==> src/rtl/score_display_ctrl.sv <==
// score_display_ctrl: four-digit BCD score counter with a frame-synchronous
// shadow-pattern walk and a registered pixel lookup that feeds a
// seven-segment renderer.
// Optional feature macro: SCORE_LZ_BLANK_EN (blank leading zero digits 3..1).
module score_display_ctrl #(
  parameter int ORIGIN_X    = 560,
  parameter int ORIGIN_Y    = 16,
  parameter int DIGIT_PITCH = 12
) (
  input  logic        clk,
  input  logic        reset,
  input  logic        frame_start,
  input  logic        score_inc,
  input  logic        score_clr,
  input  logic [9:0]  x,
  input  logic [9:0]  y,
  output logic [0:6]  seg_pattern,
  output logic [9:0]  seg_x,
  output logic [9:0]  seg_y,
  output logic        in_digit,
  output logic [15:0] score_bcd,
  output logic        overflow
);

  localparam logic [9:0] OX = 10'(ORIGIN_X);
  localparam logic [9:0] OY = 10'(ORIGIN_Y);

  typedef enum logic {IDLE, WALK} state_t;

  state_t      state;
  state_t      state_next;
  logic [1:0]  walk_cnt;    // cell being loaded; cell c shows BCD digit 3-c
  logic [15:0] staged;      // score snapshot taken at frame_start
  logic [0:6]  shadow [4];  // displayed pattern per cell, cell 0 leftmost
  logic [3:0]  walk_digit;
  logic        walk_blank;
  logic [0:6]  walk_pat;
  logic        hit;
  logic [0:6]  hit_pat;
  logic [9:0]  hit_x;

  // Seven-segment encoding; index 0 of the result is the first character.
  function automatic logic [0:6] seg_encode(input logic [3:0] d);
    case (d)
      4'd0:    return 7'b1111110;
      4'd1:    return 7'b0110000;
      4'd2:    return 7'b1101101;
      4'd3:    return 7'b1111001;
      4'd4:    return 7'b0110011;
      4'd5:    return 7'b1011011;
      4'd6:    return 7'b1011111;
      4'd7:    return 7'b1110000;
      4'd8:    return 7'b1111111;
      4'd9:    return 7'b1111011;
      default: return 7'b0000000;
    endcase
  endfunction

  // Decimal +1 with carry ripple across the four nibbles.
  function automatic logic [15:0] bcd_inc(input logic [15:0] v);
    logic [15:0] r;
    logic        carry;
    r     = v;
    carry = 1'b1;
    for (int i = 0; i < 4; i++) begin
      if (carry) begin
        if (r[i*4 +: 4] == 4'd9) begin
          r[i*4 +: 4] = 4'd0;
        end else begin
          r[i*4 +: 4] = r[i*4 +: 4] + 4'd1;
          carry       = 1'b0;
        end
      end
    end
    return r;
  endfunction

  // Score counter: clear wins over increment, saturates at 9999.
  // NOTE: clocked state uses non-blocking assignments so every flop samples pre-edge values.
  always_ff @(posedge clk or posedge reset) begin
    if (reset) begin
      score_bcd <= 16'h0000;
      overflow  <= 1'b0;
    end else if (score_clr) begin
      score_bcd <= 16'h0000;
      overflow  <= 1'b0;
    end else if (score_inc) begin
      if (score_bcd == 16'h9999) overflow  <= 1'b1;
      else                       score_bcd <= bcd_inc(score_bcd);
    end
  end

  // FSM state register.
  always_ff @(posedge clk or posedge reset) begin
    if (reset) state <= IDLE;
    else       state <= state_next;
  end

  // FSM next state: start a walk on frame_start, leave after the fourth load.
  // NOTE: assign every comb output a default first so no path infers a latch.
  always_comb begin
    state_next = state;
    case (state)
      IDLE:    if (frame_start) state_next = WALK;
      WALK:    if (walk_cnt == 2'd3) state_next = IDLE;
      default: state_next = IDLE;
    endcase
  end

  // Pattern for the cell being loaded, with optional leading-zero blanking.
  always_comb begin
    walk_digit = staged[15:12];
    walk_blank = 1'b0;
    case (walk_cnt)
      2'd0: walk_digit = staged[15:12];
      2'd1: walk_digit = staged[11:8];
      2'd2: walk_digit = staged[7:4];
      2'd3: walk_digit = staged[3:0];
      default: walk_digit = staged[15:12];
    endcase
`ifdef SCORE_LZ_BLANK_EN
    case (walk_cnt)
      2'd0:    walk_blank = (staged[15:12] == 4'd0);
      2'd1:    walk_blank = (staged[15:8]  == 8'd0);
      2'd2:    walk_blank = (staged[15:4]  == 12'd0);
      default: walk_blank = 1'b0;
    endcase
`else
    walk_blank = 1'b0;
`endif
    walk_pat = walk_blank ? 7'b0000000 : seg_encode(walk_digit);
  end

  // Snapshot on frame_start in IDLE, then load one shadow cell per WALK cycle.
  // NOTE: the shadow store is four flops, not a RAM, so it takes the async reset directly.
  always_ff @(posedge clk or posedge reset) begin
    if (reset) begin
      walk_cnt <= 2'd0;
      staged   <= 16'h0000;
      for (int c = 0; c < 4; c++) shadow[c] <= 7'b0000000;
    end else begin
      if (state == IDLE && frame_start) begin
        staged   <= score_bcd;
        walk_cnt <= 2'd0;
      end
      if (state == WALK) begin
        shadow[walk_cnt] <= walk_pat;
        walk_cnt         <= walk_cnt + 2'd1;
      end
    end
  end

  // Pixel lookup: find which cell, if any, contains (x, y).
  always_comb begin
    logic [9:0] left;
    hit     = 1'b0;
    hit_pat = 7'b0000000;
    hit_x   = OX;
    left    = OX;
    for (int c = 0; c < 4; c++) begin
      left = 10'(ORIGIN_X + c * DIGIT_PITCH);
      if (x >= left && x <= left + 10'd9 && y >= OY && y <= OY + 10'd19) begin
        hit     = 1'b1;
        hit_pat = shadow[c];
        hit_x   = left;
      end
    end
  end

  // Registered renderer outputs, one cycle behind x/y.
  always_ff @(posedge clk or posedge reset) begin
    if (reset) begin
      seg_pattern <= 7'b0000000;
      seg_x       <= OX;
      seg_y       <= OY;
      in_digit    <= 1'b0;
    end else begin
      seg_pattern <= hit_pat;
      seg_x       <= hit_x;
      seg_y       <= OY;
      in_digit    <= hit;
    end
  end

endmodule
==> config.mk <==
export PLATFORM = sky130hd
export DESIGN_NAME = score_display_ctrl
export DESIGN_NICKNAME = d
export VERILOG_FILES = /design/src/rtl/score_display_ctrl.sv
export SDC_FILE = /design/constraint.sdc
export NUM_CORES = 1
export LEC_CHECK = 0
export CAP_MARGIN = 20
export CORE_MARGIN = 1
export CORE_UTILIZATION = 50
export CTS_BUF_LIST = sky130_fd_sc_hd__clkbuf_8
export DETAILED_ROUTE_END_ITERATION = 6
export PLACE_DENSITY = 0.75
export SLEW_MARGIN = 20
export SYNTH_ARGS = -nofsm -noshare
export SYNTH_HDL_FRONTEND = slang
export SYNTH_SLANG_ARGS = --single-unit
==> constraint.sdc <==
create_clock -name clk -period 2.4 [get_ports clk]
set_input_delay 0.48 -clock clk [delete_from_list [all_inputs] [get_ports clk]]
set_output_delay 0.48 -clock clk [all_outputs]
set_load 0.005 [all_outputs]
==> impl_results.md, run 1 <==
- Status: finished, final reports clean
- RSZ-0062 raised after global routing: no
- Warnings, synthesis: 0
- I/O pin cnt: 70
- Height of the die: 91.5 um
- CTS Root Cell: clkbuf_8
- Worst path required time: 2.63 ns
- Crit path max fanout: 9
- Critical Path Slowest Stage Cell: dfrtp_1
- Vias in the first global route: 3099
- Avg Cell Area, Syn: 9.97 um^2
- Placed Instances: 557
- Crit end category: flop
- Core area: 7730 um^2
- Synth area leaders: dfrtp_1 (47%), ha_1 (5.9%), mux2_2 (5.3%)
- Drt wl/cell: 15.4 um
- Die X: 91.5 um
- IO buf count: 52
- First-pass GRT wire length: 14700 um
- Clk slew on worst S/H paths: 0.08 ns
- Synth cell types: 54
- Met2 Usage GRT: 0.385
- Most frequent cell after synthesis: dfrtp_1
- Final WS setup: 0.156 ns
- Clk_skew: 0.00684 ns
- Most frequent cells after synthesis: dfrtp_1 (75), nand2_1 (45), a21oi_1 (29)
- Post-DP HPWL: 6000 um
- Vias: 3219
- Type of origin of the critical path: flop
- Data arrival time of the worst path: 2.47 ns
- Fin util: 0.646
- Minimum clock period: 2.24 ns
- CP Class: flop to flop
- Tcrit/Tclk final: 0.935
- Worst-case clock buffer depth: 2
- Routed Antenna Nets: 0
- Delay of the slowest cell on the worst path: 0.43 ns
- Pre-CTS setup slack: 0.116 ns
- Main synth FF type: dfrtp_1
- Drt first pass iters: 5
- GRT Util Overall: 0.223
- N_diodes: 0
- Antenna violations before repair: 0
- Fill cells: 618
- Ys async rst share: 1.00
- Initial core utilization: 0.518
- DR vias/cell: 5.59
- Clock Sinks: 77
- Design Area, Final: 4990 um^2
- First-iteration detailed-routing DRC count: 262
- GPL Wtd Cong: 0.788
- Critical Path Most Common Cell: buf_4
- Worst Hold Class: flop to flop
- Number of remaining DRC errors: 0
- Cell Pwr Density: 936 nW/um^2
- Post-Route WL: 8850 um
- Crit path buf inv count: 4
- Post-synth EDFFs: 0
- Peak supply drop: 0.000529 V
- Die area: 8380 um^2
- P&R area growth vs syn: 24.6%
- Hold slack: 0.488 ns
- Num CTS Buffers: 9
- Setup violators final: 0
- Endpoints failing hold: 0
- Max_cap viols: 0
- Mapped Cells: 402
- Layout cells sized above 1: 0.162
- Max frequency: 446 MHz
- Clk Latency, worst-skew pair: 0.35 ns
- CP top delay family: buffers and inverters
- CTS H-Tree Depth: 3
- Share of the synthesized area in the top cell type: 0.468
- Row cnt: 32
- Setup TNS: 0 ns
- Mapped Area: 4010 um^2
- Reg-to-reg slack, setup: 0.16 ns
- GR Util met3: 0.0494
- Placed inst area: 4680 um^2
- Max-slew violation count: 0
- CP cell instances: inv_2 > ha_1 > buf_4 > a222oi_1 > buf_4 > mux2_4 > and2_1 > a2bb2oi_1 > buf_4 > a31oi_1
- Dominant cell type by area after synthesis: dfrtp_1
- Leakage dissipation: 2.25 nW
- Nets: 513
- Met1 Use GR: 0.266
- Final Non-Filler Cells: 576
- GRT busiest layer: met2
- Register area share after synthesis: 0.482
- Total power: 4.67 mW
- CTS tree: built
- Overflow after GRT: 0
- Largest net degree at the start of global routing: 78
- #FFs+latches synth: 77
[kinds of logic (layout without fill, tap and decap cells)]
logic type,after synthesis,count (layout),synth area share
flip-flops,77,77,0.482
AO/OA/AOI/OAI,99,99,0.161
AND/OR/NAND/NOR,126,126,0.156
multiplexers,25,25,0.0696
XOR/XNOR,2,2,0.00437
other,2,15,0.00187
adder cells (fa/ha/maj),19,19,0.0593
buffers and inverters,52,111,0.0668
[worst reg2reg max path, cell delays in order, from the launching register on]
cell,delay [ns]
dfrtp_1,0.43
inv_2,0.08
ha_1,0.23
buf_4,0.17
a222oi_1,0.30
buf_4,0.17
mux2_4,0.20
and2_1,0.15
a2bb2oi_1,0.17
buf_4,0.14
a31oi_1,0.08
[timing repair]
action,CTS,global route
hold buffers,0,0
resized for setup,0,8
setup endpoints to repair,0,28
setup buffers,0,3
[final timing paths]
kind / end / depth (start not counted) / start
max: shadow[2] / 10 / walk_cnt[0]
min: shadow[22] / 2 / shadow[22]
max reg2reg: shadow[2] / 10 / walk_cnt[0]
min reg2reg: shadow[22] / 2 / shadow[22]
max in group asynchronous: seg_x[4] / 3 / reset
min in group asynchronous: seg_x[6] / 3 / reset
[final cells by class]
| cell class | instances | area, um^2 | area share |
|---|---|---|---|
| clock inverters | 7 | 145 | 0.0291 |
| clock buffers | 9 | 124 | 0.0248 |
| well taps | 102 | 128 | 0.0256 |
| inverters | 18 | 71.3 | 0.0143 |
| multi-input cells | 286 | 1870 | 0.375 |
| repair buffers | 77 | 721 | 0.144 |
| flip-flops and latches | 77 | 1930 | 0.386 |
[cells in the final DEF (no fill, tap or decap), types with 17 or more instances in the layout]
| cell | count |
|---|---|
| a21oi_1 | 28 |
| a31oi_1 | 17 |
| buf_4 | 24 |
| clkdlybuf4s50_1 | 52 |
| dfrtp_1 | 75 |
| ha_1 | 17 |
| mux2_2 | 18 |
| nand2_1 | 45 |
| nor2_1 | 28 |
| o21ai_0 | 27 |
[routing by layer]
metal / share of wire / wire, um
met1: 0.43 / 3810
met2: 0.50 / 4410
met5: 0 / 0
met4: 0.017 / 151
met3: 0.054 / 474
[report_power, final]
part	internal [mW]	switching, mW	total (mW)
Clock	0.803	0.500	1.30
Combinational	0.675	0.850	1.52
Sequential	1.62	0.228	1.85
Total	3.10	1.58	4.67
[sequential cells by signal, indices dropped and copies added (netlist names)]
register / flops
state: 1
walk_cnt: 2
seg_x: 5
in_digit: 1
staged: 16
score_bcd: 16
overflow: 1
shadow: 28
seg_pattern: 7
(Power assumes the default switching activity.)
==> inputs of run 2 (changes only) <==
--- a/config.mk
+++ b/config.mk
@@ -10,7 +10,7 @@
 export CORE_UTILIZATION = 50
 export CTS_BUF_LIST = sky130_fd_sc_hd__clkbuf_8
 export DETAILED_ROUTE_END_ITERATION = 6
-export PLACE_DENSITY = 0.75
+export PLACE_DENSITY = 0.85
 export SLEW_MARGIN = 20
 export SYNTH_ARGS = -nofsm -noshare
 export SYNTH_HDL_FRONTEND = slang
==> impl_results.md, run 2 (synthesized netlist as in run 1, its figures left out) <==
- Crit path max fanout: 4
- CP Class: flop to flop
- Crit end category: flop
- Most common cell after layout, fill and taps aside: dfrtp_1
- Clock Sinks: 77
- Peak supply drop: 0.000526 V
- Worst-case clock buffer depth: 2
- First-pass GRT wire length: 14600 um
- Max Used Layer: met4
- Comb power frac: 0.339
- Max frequency: 443 MHz
- Clock power share: 0.249
- Largest regs: shadow x28, score_bcd x16, staged x16
- Drt wl/cell: 15.0 um
- Hold slack: 0.489 ns
- Status: finished, final reports clean
- Met1 WL: 3580 um
- Sequential share of power: 0.412
- Detail Route met3 WL: 501 um
- Nets: 513
- Vias: 3211
- IO buf count: 52
- Height of the die: 91.5 um
- Vias in the first global route: 3236
- Setup TNS: 0 ns
- Drt first pass iters: 4
- Post-DP HPWL: 6030 um
- Data arrival time of the worst path: 2.48 ns
- Routed Antenna Nets: 0
- Die X: 91.5 um
- Register with the highest flop count: shadow
- Max-slew violation count: 0
- GRT Util Overall: 0.221
- Placed Instances: 557
- Clk_skew: 0.0109 ns
- Number of remaining DRC errors: 0
- Sw Share: 0.351
- Final Non-Filler Cells: 576
- Fill cells: 594
- Worst Hold Class: flop to flop
- Leakage dissipation: 2.23 nW
- P&R area growth vs syn: 23.8%
- Minimum clock period: 2.25 ns
- Total power: 4.48 mW
- Setup violators final: 0
- Cell Pwr Density: 903 nW/um^2
- Num CTS Buffers: 9
- GPL Wtd Cong: 0.825
- Antenna violations before repair: 0
- Psw: 1.57 mW
- Tcrit/Tclk final: 0.940
- Worst path required time: 2.63 ns
- Die area: 8380 um^2
- Row cnt: 32
- Clk Latency, worst-skew pair: 0.36 ns
- CTS H-Tree Depth: 3
- Int Pwr: 2.91 mW
- Core area: 7730 um^2
- Layout cells sized above 1: 0.165
- Endpoints failing hold: 0
- First-iteration detailed-routing DRC count: 209
- CTS Root Cell: clkbuf_8
- Largest net degree at the start of global routing: 78
- N_diodes: 0
- Type of origin of the critical path: flop
- Max reg flops: 28
- Max_cap viols: 0
- CTS tree: built
- DR vias/cell: 5.57
- Overflow after GRT: 0
- Most frequent cells in the layout: dfrtp_1 (75), clkdlybuf4s50_1 (52), nand2_1 (45), a21oi_1 (29), nor2_1 (28)
- Initial core utilization: 0.518
- Clk slew on worst S/H paths: 0.09 ns
- Met2 wire length: 4390 um
- I/O pin cnt: 70
- Post-Route WL: 8650 um
==> run 2: final cells by class <==
cell class	instances	area [um^2]	area share
clock inverter	6	93.8	0.0189
timing repair buffer	77	721	0.145
inverter	18	71.3	0.0144
tap	102	128	0.0257
clock buffer	10	138	0.0277
multi-input combinational	286	1880	0.379
sequential	77	1930	0.389
==> run 2: power by group through the flow <==
| stage | Sequential, mW | Combinational (mW) | Clock, mW |
|---|---|---|---|
| final | 1.84 | 1.52 | 1.11 |
| after global routing | 1.88 | 1.71 | 1.19 |
| after floorplan | 1.77 | 1.08 | 0 |
| after detailed placement | 1.86 | 1.43 | 0 |
| after CTS | 1.83 | 1.44 | 1.13 |
| after global placement | 1.84 | 1.35 | 0 |
==> run 2: worst max-delay path: stages (launching register included) <==
cell and delay (ns):
dfrtp_1 0.43, ha_1 0.25, a222oi_1 0.40, mux2i_2 0.17
ha_1 0.34, o21ai_1 0.14, a21boi_2 0.18, buf_4 0.14
o21ai_0 0.09
==> run 2: final timing paths <==
path | from | to | slack [ns] | depth (start not counted)
worst max-delay path | walk_cnt[0] | shadow[12] | 0.15 | 8
worst min-delay path | shadow[27] | shadow[27] | 0.49 | 2
worst max register to register | walk_cnt[0] | shadow[12] | 0.15 | 8
worst min register to register | shadow[27] | shadow[27] | 0.49 | 2
max in group asynchronous | reset | seg_x[4] | 1.49 | 3
min in group asynchronous | reset | seg_x[6] | 0.55 | 3
==> run 2: what timing repair did <==
action / in CTS / in global routing
buffers inserted: 0 / 3
endpoints found under the setup margin: 0 / 28
hold buffers: 0 / 0
gates resized for setup: 0 / 9
==> run 2: routing by layer <==
layer | global-route usage | vias up
li1 | - | 1536
met2 | 0.375 | 111
met1 | 0.254 | 1549
met3 | 0.0561 | 15
met4 | 0.118 | 0
met5 | 0 | -
==> run 2: per-stage QoR <==
step	utilization	setup slack, ns	cell area, um^2
CTS	0.636	0.0399	4920
detailed placement	0.606	0.0650	4680
floorplan	-	0.131	4060
global route	0.642	-0.0117	4960
global placement	0.606	0.158	4680
finish	0.642	0.145	4960
